<file path="src/rtl/hazard_ctrl_pkg.sv">
// Shared definitions for the pipeline hazard controller: register-field
// widths, the memory-wait FSM encoding and a source/destination match helper.
package hazard_ctrl_pkg;

  localparam int REG_W = 5;
  localparam logic [REG_W-1:0] REG_ZERO = 5'd0;

  typedef enum logic [0:0] {
    ST_RUN      = 1'b0,
    ST_MEM_WAIT = 1'b1
  } state_t;

  // True when an ID-stage source is actually read and names the load destination.
  function automatic logic src_match(input logic use_src,
                                     input logic [REG_W-1:0] src,
                                     input logic [REG_W-1:0] dst);
    return use_src & (src == dst);
  endfunction

endpackage

</file>
<file path="src/rtl/hazard_ctrl_sat_counter.sv">
// Saturating up-counter used for the stall and flush performance counters.
// Sticks at all-ones so a long run never wraps back to a small value.
module sat_counter #(
  parameter int W = 32
) (
  input  logic         clk_i,
  input  logic         rst_i,
  input  logic         inc_i,
  output logic [W-1:0] cnt_o
);

  localparam logic [W-1:0] ONE = {{(W-1){1'b0}}, 1'b1};

  // Count qualifying cycles, holding at the maximum value once reached.
  always_ff @(posedge clk_i) begin
    if (rst_i) begin
      cnt_o <= '0;
    end else if (inc_i && (cnt_o != '1)) begin
      cnt_o <= cnt_o + ONE;
    end else begin
      cnt_o <= cnt_o;
    end
  end

endmodule

</file>
<file path="src/rtl/hazard_ctrl.sv">
// Pipeline hazard/stall controller for the 5-stage core. Control outputs are
// combinational (same-cycle effect); the memory-wait FSM, watchdog and
// performance counters are registered.
module hazard_ctrl
  import hazard_ctrl_pkg::*;
#(
  parameter int TIMEOUT = 16,
  parameter int CNT_W   = 32
) (
  input  logic             clk_i,
  input  logic             rst_i,
  input  logic             IDEX_MemRead_i,
  input  logic [REG_W-1:0] IDEX_RegRt_i,
  input  logic [REG_W-1:0] IFID_RegRs_i,
  input  logic [REG_W-1:0] IFID_RegRt_i,
  input  logic             IFID_UseRs_i,
  input  logic             IFID_UseRt_i,
  input  logic             branch_taken_i,
  input  logic             jump_i,
  input  logic             mem_req_i,
  input  logic             mem_ready_i,
  output logic             PCWrite_o,
  output logic             IFIDWrite_o,
  output logic             IFFlush_o,
  output logic             IDEXBubble_o,
  output logic             PipeFreeze_o,
  output logic             timeout_o,
  output logic [CNT_W-1:0] stall_cnt_o,
  output logic [CNT_W-1:0] flush_cnt_o
);

  // Wide enough to hold TIMEOUT itself; the wait counter saturates there.
  localparam int WAIT_W = $clog2(TIMEOUT + 1);
  localparam logic [WAIT_W-1:0] WAIT_LIM = WAIT_W'(TIMEOUT);
  localparam logic [WAIT_W-1:0] WAIT_ONE = {{(WAIT_W-1){1'b0}}, 1'b1};

  state_t            state;
  state_t            next_state;
  logic [WAIT_W-1:0] wait_cnt;
  logic [WAIT_W-1:0] wait_inc;
  logic              freeze;
  logic              loaduse;
  logic              redirect;

  assign freeze   = mem_req_i & ~mem_ready_i;
  assign loaduse  = IDEX_MemRead_i & (IDEX_RegRt_i != REG_ZERO) &
                    (src_match(IFID_UseRs_i, IFID_RegRs_i, IDEX_RegRt_i) |
                     src_match(IFID_UseRt_i, IFID_RegRt_i, IDEX_RegRt_i));
  assign redirect = branch_taken_i | jump_i;

  // FSM state register; reset abandons any pending memory wait.
  always_ff @(posedge clk_i) begin
    if (rst_i) begin
      state <= ST_RUN;
    end else begin
      state <= next_state;
    end
  end

  // Next-state and prioritised control outputs: freeze > load-use > redirect.
  always_comb begin
    next_state   = state;
    PCWrite_o    = 1'b1;
    IFIDWrite_o  = 1'b1;
    IFFlush_o    = 1'b0;
    IDEXBubble_o = 1'b0;
    PipeFreeze_o = 1'b0;

    case (state)
      ST_RUN:      next_state = freeze ? ST_MEM_WAIT : ST_RUN;
      ST_MEM_WAIT: next_state = freeze ? ST_MEM_WAIT : ST_RUN;
      default:     next_state = ST_RUN;
    endcase

    if (rst_i) begin
      PCWrite_o    = 1'b0;
      IFIDWrite_o  = 1'b0;
      IFFlush_o    = 1'b1;
      IDEXBubble_o = 1'b1;
      PipeFreeze_o = 1'b0;
    end else if (freeze) begin
      // A resolved branch is held, not flushed, until memory releases.
      PCWrite_o    = 1'b0;
      IFIDWrite_o  = 1'b0;
      PipeFreeze_o = 1'b1;
    end else if (loaduse) begin
      PCWrite_o    = 1'b0;
      IFIDWrite_o  = 1'b0;
      IDEXBubble_o = 1'b1;
    end else if (redirect) begin
      IFFlush_o    = 1'b1;
    end else begin
      PCWrite_o    = 1'b1;
      IFIDWrite_o  = 1'b1;
    end
  end

  // Frozen-cycle count including the current cycle, saturating at the limit.
  always_comb begin
    wait_inc = WAIT_ONE;
    if (state == ST_RUN) begin
      wait_inc = WAIT_ONE;
    end else if (wait_cnt >= WAIT_LIM) begin
      wait_inc = WAIT_LIM;
    end else begin
      wait_inc = wait_cnt + WAIT_ONE;
    end
  end

  // Watchdog: count consecutive frozen cycles and latch timeout until reset.
  always_ff @(posedge clk_i) begin
    if (rst_i) begin
      wait_cnt  <= '0;
      timeout_o <= 1'b0;
    end else if (freeze) begin
      wait_cnt <= wait_inc;
      if (wait_inc >= WAIT_LIM) begin
        timeout_o <= 1'b1;
      end
    end else begin
      wait_cnt <= '0;
    end
  end

  sat_counter #(.W(CNT_W)) u_stall_cnt (
    .clk_i (clk_i),
    .rst_i (rst_i),
    .inc_i (~PCWrite_o),
    .cnt_o (stall_cnt_o)
  );

  sat_counter #(.W(CNT_W)) u_flush_cnt (
    .clk_i (clk_i),
    .rst_i (rst_i),
    .inc_i (IFFlush_o),
    .cnt_o (flush_cnt_o)
  );

endmodule

</file>
<file path="config.mk">
export PLATFORM = sky130hd
export DESIGN_NAME = hazard_ctrl
export DESIGN_NICKNAME = d
export VERILOG_FILES = /design/src/rtl/hazard_ctrl_pkg.sv /design/src/rtl/hazard_ctrl_sat_counter.sv /design/src/rtl/hazard_ctrl.sv
export SDC_FILE = /design/constraint.sdc
export NUM_CORES = 1
export LEC_CHECK = 0
export BUFFER_PORTS_ARGS = -buffer_cell sky130_fd_sc_hd__buf_2
export CORE_ASPECT_RATIO = 1.25
export CORE_MARGIN = 2
export CORE_UTILIZATION = 25
export DETAILED_ROUTE_END_ITERATION = 8
export GPL_ROUTABILITY_DRIVEN = 1
export SETUP_SLACK_MARGIN = 0.1
export SLEW_MARGIN = 15
export SYNTH_ARGS = -nofsm -noshare
export SYNTH_HDL_FRONTEND = slang
export SYNTH_SLANG_ARGS = --single-unit
</file>
<file path="constraint.sdc">
create_clock -name clk_i -period 2.4 [get_ports clk_i]
set_clock_uncertainty 0.15 [all_clocks]
set_input_delay 0.12 -clock clk_i [delete_from_list [all_inputs] [get_ports clk_i]]
set_output_delay 0.12 -clock clk_i [all_outputs]
set_load 0.02 [all_outputs]
</file>
* Yosys cells after proc, flatten, opt, wreduce, memory -nomap -nowiden *
Index checks and enable logic that the tools add are counted.

word-level totals
  flip-flop bits (word level) = 71
  input port bits = 24
  output and inout port bits = 70

cells by class
  $add $sub $neg = 3
  order comparisons = 2
  equality and inequality tests = 4
  mux-type cells = 14
  bitwise operators = 10
  reduce and logical (&&, ||, !) cells = 5

operators by type and width
  kind                                           number
  adder 32 x 1 -> 32 bit, second input constant  2
  != test 32 bit, second input constant          2
  2-to-1 mux 1 bit                               12
  equality test 5 bit                            2
  >= comparator 5 bit, second input constant     2
  2-to-1 mux 5 bit                               2
  adder 5 x 1 -> 5 bit, second input constant    1
  AND 1 bit                                      5
  nonzero test 5 bit                             1
  NOT 1 bit                                      3
  logical AND 1 bit                              2
  bitwise OR 1 bit                               2
  AND reduction 2 bit                            1
  OR reduction 2 bit                             1

* Logic depth before layout (Yosys ltp) *
Gate-level depths: netlist (run 1).

  depth after elaboration = 9
  gate-level depth with buffers = 9
  gate-level depth less buffers = 7

* Cells and area by module *
From an unflattened synthesis (run 1), not the netlist that was laid out.

second synthesis, totals
  cell total of the unflattened synthesis = 449
  area total of the unflattened synthesis = 3793.6 sq um

modules (own cells, without submodules)
  module       instances  cells an instance  area an instance (sq um)  sequential area each (sq um)
  sat_counter  2          199                1674.1                    640.6
  hazard_ctrl  1          51                 445.4                     140.1

* Worst setup path after synthesis (run 1) *
OpenSTA, ideal clock, no wires.

  path kind = register to register
  start = register u_stall_cnt.cnt_o[2]
  end = register u_stall_cnt.cnt_o[23]
  setup time = 0.115 ns
  arrival time = 2.061 ns
  path slack = 0.074 ns
  cell stages (with the launch flop) = 9
  clock period less this slack = 2.326 ns
  cell sequence = dfxtp_1 and4_1 buf_2 nand4_1 or3_1 clkbuf_1 buf_2 o31a_1 o21a_1

on the way
  longest elaborated chain between the ends = 2
  elaborated cells on any way between the ends = 3
  those cells by class = add/sub: 1; eq/ne: 1; reduce/logical: 1

ends and longest elaborated chain
  what                                                            line                           text
  start, declared                                                 hazard_ctrl_sat_counter.sv:9   output logic [W-1:0] cnt_o
  start signal, assigned                                          hazard_ctrl_sat_counter.sv:19  cnt_o <= cnt_o + ONE;
  start signal, assigned                                          hazard_ctrl_sat_counter.sv:21  cnt_o <= cnt_o;
  branches (longest 2 deep; another with adder 32 x 1 -> 32 bit)  --

Several ways; the timed one is not identified.
A chain may end at the register's enable or synchronous reset.

* Final worst setup path (run 1) *
  start = register u_flush_cnt.cnt_o[0]
  end = register u_flush_cnt.cnt_o[31]

on the way
  longest elaborated chain between the ends = 2
  elaborated cells on any way between the ends = 3
  those cells by class = add/sub: 1; eq/ne: 1; reduce/logical: 1

ends and longest elaborated chain
  what                                                            line
  start, declared                                                 hazard_ctrl_sat_counter.sv:9
  start signal, assigned                                          hazard_ctrl_sat_counter.sv:19
  start signal, assigned                                          hazard_ctrl_sat_counter.sv:21
  branches (longest 2 deep; another with adder 32 x 1 -> 32 bit)  --

Several ways; the timed one is not identified.

==> reports/summary.txt, run 1 <==
cells along the critical path - ha_2, and3_1, and2_1, a2111oi_4, buf_4, nand4_1, or3_1, a21oi_1
clock sink total - 71
commonest non-fill, non-tap cells in the layout - buf_2, dfxtp_1, a21oi_1
highest-delay cell along the critical path - a2111oi_4
worst-skew pair later-pin latency - 0.34 ns
Max-slew headroom - 0.551
count of pins over their slew limit - 0
max incr delay on CP - 0.36 ns
antenna-violating nets left - 0
setup tns final - 0 ns
Critical Path AT - 2.37 ns
Fmax - 0.443 GHz
Max VDD drop - 292 uV
Final Cycle Share - 0.941
Combinational Power Share - 0.081
P&R area growth vs syn - 31.3%
Avg WL per Cell - 14.7 um
grt total ovfl - 0
CTS H-tree depth - 3
Port Buf Inserts - 93
first-pass GRT wire length - 18100 um
switching share of power - 0.246
Cells after DPL - 735
Final setup violation count - 0
fin nets - 596
TritonCTS Buffers - 9
RSZ-0062 raised after global routing - true
actual slew at the worst max-slew pin - 0.673 ns
1st-iter DRT viols - 200
largest net degree at the start of global routing - 61
CTS tree - yes
internal power - 0.00210 W
vias per cell - 5.29
Hold Crit Class - in2reg
Crit Path Max Fanout - 5
die span in y - 141 um
drt pass-1 iters - 4
ys async rst share - 0
Root Driver - clkbuf_16
run status - finished, final reports clean
num rows - 50
die area - 0.0161 mm^2
Cell variety after synth - 50
final hold vios - 0
synthesized area - 0.00377 mm^2
I/O Pins - 94
sequential power share - 0.430
Pwr Density - 562 mW/mm^2
final worst path period need - 2.26 ns
Syn. warnings - 0
antenna violations before repair - 0
clk slew on worst S/H paths - 0.06 ns
DR vias - 3992
Sw Pwr - 0.000685 W
max_cap viols - 0
Layout Cells excl Fill - 754
largest buffer count on any clock path - 2
Tot GR Track Use - 0.137
number of global-route vias before repair - 3752
GPL Wtd Cong - 0.815
die outline width - 114 um
Leak Pwr - 1.79 nW
crit path capture type - flip-flop
Yosys reg bits - 71
CORE AREA - 0.0149 mm^2
commonest non-fill, non-tap cell in the layout - buf_2
clock share of power - 0.488
Inserted Diodes - 0
top_reg_cell synth - dfxtp_1
DRC viols - 0
Starting Density - 0.253
Setup CP Type - reg2reg
layout cells sized above 1 - 0.280
startpoint types - flip-flop
Post-DP HPWL - 7950 um
syn avg cell area - 8.17 um^2
WP data required - 2.51 ns
Gate Count Post-Synth - 462
Mapped Nets - 490
sequential area share after synthesis - 0.377
Post-synth EDFFs - 0
final WL - 11100 um
## routing by layer
metal	wire, um	vias to the layer above	global-route usage
li1	-	1983	-
met1	4870	1918	0.163
met2	5620	73	0.237
met3	407	18	0.0337
met4	168	0	0.0488
met5	0	-	0
## state kept, by name, summed over array words and instances (netlist names)
signal,flops
timeout_o,1
wait_cnt,5
u_stall_cnt.cnt_o,32
state,1
u_flush_cnt.cnt_o,32
## cell type report
type | count | area (um^2)
Sequential cell | 71 | 1430
Timing Repair Buffer | 121 | 704
Tap cell | 182 | 228
Multi-Input combinational cell | 352 | 2250
Fill cell | 1567 | 9930
Clock inverter | 5 | 58.8
Clock buffer | 10 | 239
Inverter | 13 | 48.8
## logic make-up after synthesis
logic type      Yosys count  synth area share
simple gates            195             0.302
compound gates          137             0.226
flops                    71             0.377
buf+inv                  39            0.0438
xor+xnor                 13            0.0302
fa+ha+maj                 4            0.0133
mux                       3           0.00862
## final timing paths
| check | start | slack, ns | end | cells after the start |
|---|---|---|---|---|
| worst min register to register | timeout_o | 0.30 | timeout_o | 1 |
| worst max register to register | u_flush_cnt.cnt_o[0] | 0.14 | u_flush_cnt.cnt_o[31] | 8 |
| worst max-delay path | u_flush_cnt.cnt_o[0] | 0.14 | u_flush_cnt.cnt_o[31] | 8 |
| worst min-delay path | mem_ready_i | 0.03 | wait_cnt[0] | 3 |
## worst max-delay path: cells and delay by family (launching register included)
kind,cells,cell delay [ns]
AO/OA/AOI/OAI,2,0.50
adder cells (fa/ha/maj),1,0.19
buffers and inverters,1,0.17
flip-flops,1,0.33
AND/OR/NAND/NOR,4,0.84
## Yosys cell counts, types with 2 or more instances
master,n,share of area
or4_1,29,0.058
inv_1,13,0.013
xnor2_1,11,0.026
o31a_1,6,0.014
dfxtp_1,71,0.38
and4_1,6,0.014
buf_4,2,0.0040
nand3_1,17,0.023
a21oi_1,54,0.072
nor2_1,15,0.015
o21ai_1,8,0.011
and3_1,7,0.012
o41ai_1,3,0.0070
o21a_1,7,0.014
a31oi_1,2,0.0033
xor2_1,2,0.0046
nand2_1,36,0.036
ha_1,4,0.013
nor3_1,6,0.0080
mux2_1,2,0.0060
nand3b_1,2,0.0040
buf_2,9,0.012
nor2b_1,3,0.0050
or3_1,23,0.038
o31ai_1,29,0.058
and2_1,9,0.015
nand4_1,22,0.036
o21ai_0,19,0.025
nor4_1,9,0.015
clkbuf_1,15,0.015
or2_2,2,0.0033
## metrics by stage
step	cell area [um^2]	worst slack [ns]	util	power (W)	hold slack [ns]
CTS	4880	0.132	0.328	0.00282	0.0161
floorplan	3780	0.105	-	0.00136	0.235
finish	4960	0.141	0.333	0.00278	0.0260
global placement	4560	0.115	0.306	0.00144	0.283
detailed placement	4560	0.0532	0.306	0.00145	0.298
global route	4960	0.0248	0.333	0.00289	0.0208
## power groups by stage
stage / sequential [W] / combinational, W / clock [W]
global route: 0.00120 / 0.000250 / 0.00144
CTS: 0.00120 / 0.000231 / 0.00140
finish: 0.00120 / 0.000227 / 0.00136
detailed placement: 0.00122 / 0.000230 / 0
global placement: 0.00122 / 0.000223 / 0
floorplan: 0.00124 / 0.000122 / 0
## repair_timing
item | CTS | global route
pin swaps | 0 | 4
hold buffers | 0 | 0
setup endpoints to repair | 6 | 39
setup buffers | 1 | 3
resized for setup | 3 | 13
Note: power is estimated with default switching activity, not from simulation.
==> run 2, diff against run 1 <==
- clock period: 2.4 -> 2.7 ns (I/O delays scaled with it)
==> run 2 against run 1 <==
  * Clock power fell by 9%
  * Largest cell class unchanged
  * Global-route usage is 0.27 points higher
  * Largest power group unchanged
  * Critical endpoint is now u_stall_cnt.cnt_o[25]
  * Via count shrank 2.1%
  * Final cell count shrank 2.1%
==> reports/summary.txt, run 2 (same netlist as run 1, synthesis figures left out) <==
Hold Crit Class - in2reg (unchanged)
Post-DP HPWL - 7850 um (was 7950 um)
Max VDD drop - 220 uV (was 292 uV)
Starting Density - 0.253 (unchanged)
GPL Wtd Cong - 0.824 (was 0.815)
worst r2r dst - u_stall_cnt.cnt_o[25] (was u_flush_cnt.cnt_o[31])
number of global-route vias before repair - 3693 (was 3752)
run status - finished, final reports clean (unchanged)
clk slew on worst S/H paths - 0.06 ns (about the same)
final WL - 10800 um (was 11100 um)
I/O Pins - 94 (unchanged)
count of pins over their slew limit - 0 (unchanged)
WP data required - 2.82 ns (was 2.51 ns)
max incr delay on CP - 0.64 ns (was 0.36 ns)
Regs by FF count - u_flush_cnt.cnt_o (32), u_stall_cnt.cnt_o (32), wait_cnt (5) (unchanged)
die area - 0.0161 mm^2 (unchanged)
crit path capture type - flip-flop (unchanged)
antenna-violating nets left - 0 (unchanged)
first-pass GRT wire length - 18000 um (was 18100 um)
R2R cell count - 5 (was 8)
worst-skew pair later-pin latency - 0.34 ns (about the same)
max_cap viols - 0 (unchanged)
clock sink total - 71 (unchanged)
actual slew at the worst max-slew pin - 0.656 ns (was 0.673 ns)
drt pass-1 iters - 4 (unchanged)
commonest non-fill, non-tap cells in the layout - buf_2, dfxtp_1, a21oi_1 (unchanged)
startpoint types - flip-flop (unchanged)
layout cells sized above 1 - 0.232 (was 0.280)
Worst R2R Setup Slack - 0.26 ns (was 0.14 ns)
setup ws final - 0.263 ns (was 0.141 ns)
hold endpoint - wait_cnt[0] (unchanged)
P&R area growth vs syn - 26.7% (was 31.3%)
die outline width - 114 um (unchanged)
Tot GR Track Use - 0.139 (was 0.137)
CTS H-tree depth - 3 (unchanged)
largest net degree at the start of global routing - 59 (was 61)
vias per cell - 5.30 (was 5.29)
Final Cycle Share - 0.903 (was 0.941)
setup tns final - 0 ns (unchanged)
CTS tree - yes (unchanged)
Setup CP Type - reg2reg (unchanged)
DR vias - 3910 (was 3992)
Leak Pwr - 1.69 nW (was 1.79 nW)
Port Buf Inserts - 93 (unchanged)
postcts setup bufs - 0 (was 1)
antenna violations before repair - 0 (unchanged)
DRC viols - 0 (unchanged)
Setup Slack @ Placement - 0.134 ns (was 0.0532 ns)
RSZ-0062 raised after global routing - false (was true)
Max-slew headroom - 0.562 (was 0.551)
1st-iter DRT viols - 269 (was 200)
area of the multi-input gates - 0.00220 mm^2 (was 0.00225 mm^2)
fin nets - 579 (was 596)
CP startpoint - u_stall_cnt.cnt_o[6] (was u_flush_cnt.cnt_o[0])
final worst path period need - 2.44 ns (was 2.26 ns)
Reg area - 0.00142 mm^2 (was 0.00143 mm^2)
family with the most delay on the worst path - simple AND/OR/NAND/NOR gates (unchanged)
Crit Path Max Fanout - 15 (was 5)
die span in y - 141 um (unchanged)
Critical Path AT - 2.56 ns (was 2.37 ns)
Avg WL per Cell - 14.7 um (about the same)
grt total ovfl - 0 (unchanged)
largest buffer count on any clock path - 2 (unchanged)
Pwr Density - 523 mW/mm^2 (was 562 mW/mm^2)
highest-delay cell along the critical path - or3_1 (was a2111oi_4)
Root Driver - clkbuf_16 (unchanged)
TritonCTS Buffers - 9 (unchanged)
filler instances - 1573 (was 1567)
min-delay src - mem_ready_i (unchanged)
num rows - 50 (unchanged)
commonest non-fill, non-tap cell in the layout - buf_2 (unchanged)
worst path buffer plus inverter count - 0 (was 1)
Cells on Worst Hold Path - 3 (unchanged)
Inserted Diodes - 0 (unchanged)
CORE AREA - 0.0149 mm^2 (unchanged)
Final setup violation count - 0 (unchanged)
cells along the critical path - and4_1, nand4_1, or3_1, or4_1, a21oi_1 (was ha_2, and3_1, and2_1, a2111oi_4, buf_4, nand4_1, or3_1, a21oi_1)
worst r2r src - u_stall_cnt.cnt_o[6] (was u_flush_cnt.cnt_o[0])
final hold vios - 0 (unchanged)
Fmax - 0.410 GHz (was 0.443 GHz)
## run 2: cell count changes in the layout (fill, tap and decap cells not counted), sizes merged
cell	previous run	this run
buf	121	103
clkinv	2	5
clkinvlp	2	0
dlygate4sd3	0	1
## run 2: final cells by class
class	count	area share
clock buffer	10	0.0500
sequential	71	0.297
timing repair buffer	104	0.120
tap	182	0.0476
inverter	13	0.0102
multi-input combinational	352	0.460
clock inverter	6	0.0147
## run 2: worst reg2reg max path: stages, from the launching register on
cell and delay, ns:
dfxtp_1 0.44, and4_1 0.27, nand4_1 0.17, or3_1 0.64
or4_1 0.55, a21oi_1 0.15
## run 2: where the power goes
part	switching, W	internal [W]	total, W
clock network	0.000493	0.000745	0.00124
logic	0.000123	0.0000683	0.000192
registers	0.0000114	0.00106	0.00107
total	0.000627	0.00187	0.00250
## run 2: worst max path at each step
| stage | to | slack (ns) | depth (start not counted) |
|---|---|---|---|
| finish | u_stall_cnt.cnt_o[25] | 0.26 | 5 |
| global route | u_stall_cnt.cnt_o[29] | 0.11 | 5 |
| CTS | u_flush_cnt.cnt_o[31] | 0.11 | 7 |
| detailed placement | u_flush_cnt.cnt_o[31] | 0.13 | 7 |
| global placement | u_flush_cnt.cnt_o[31] | 0.26 | 7 |
| floorplan | u_stall_cnt.cnt_o[23] | 0.37 | 8 |
## run 2: timing repair
item,4_1_cts,5_1_grt
endpoints found under the hold margin,2,0
gates resized for setup,0,1
endpoints found under the setup margin,0,3
hold buffers,1,0
## run 2: through the flow
stage | area, um^2 | total power [W] | instances | util | hold slack (ns)
global placement | 4460 | 0.00128 | 721 | 0.299 | 0.279
CTS | 4770 | 0.00254 | 738 | 0.321 | 0.0294
floorplan | 3770 | 0.00121 | 462 | - | 0.250
global route | 4780 | 0.00261 | 738 | 0.321 | 0.0411
detailed placement | 4460 | 0.00128 | 721 | 0.299 | 0.284
finish | 4780 | 0.00250 | 738 | 0.321 | 0.0416
## run 2: routing by layer
metal  global-route usage  share of wire
met1                0.163           0.44
met4               0.0597          0.011
met5                    0              0
met3               0.0363          0.046
met2                0.239           0.50
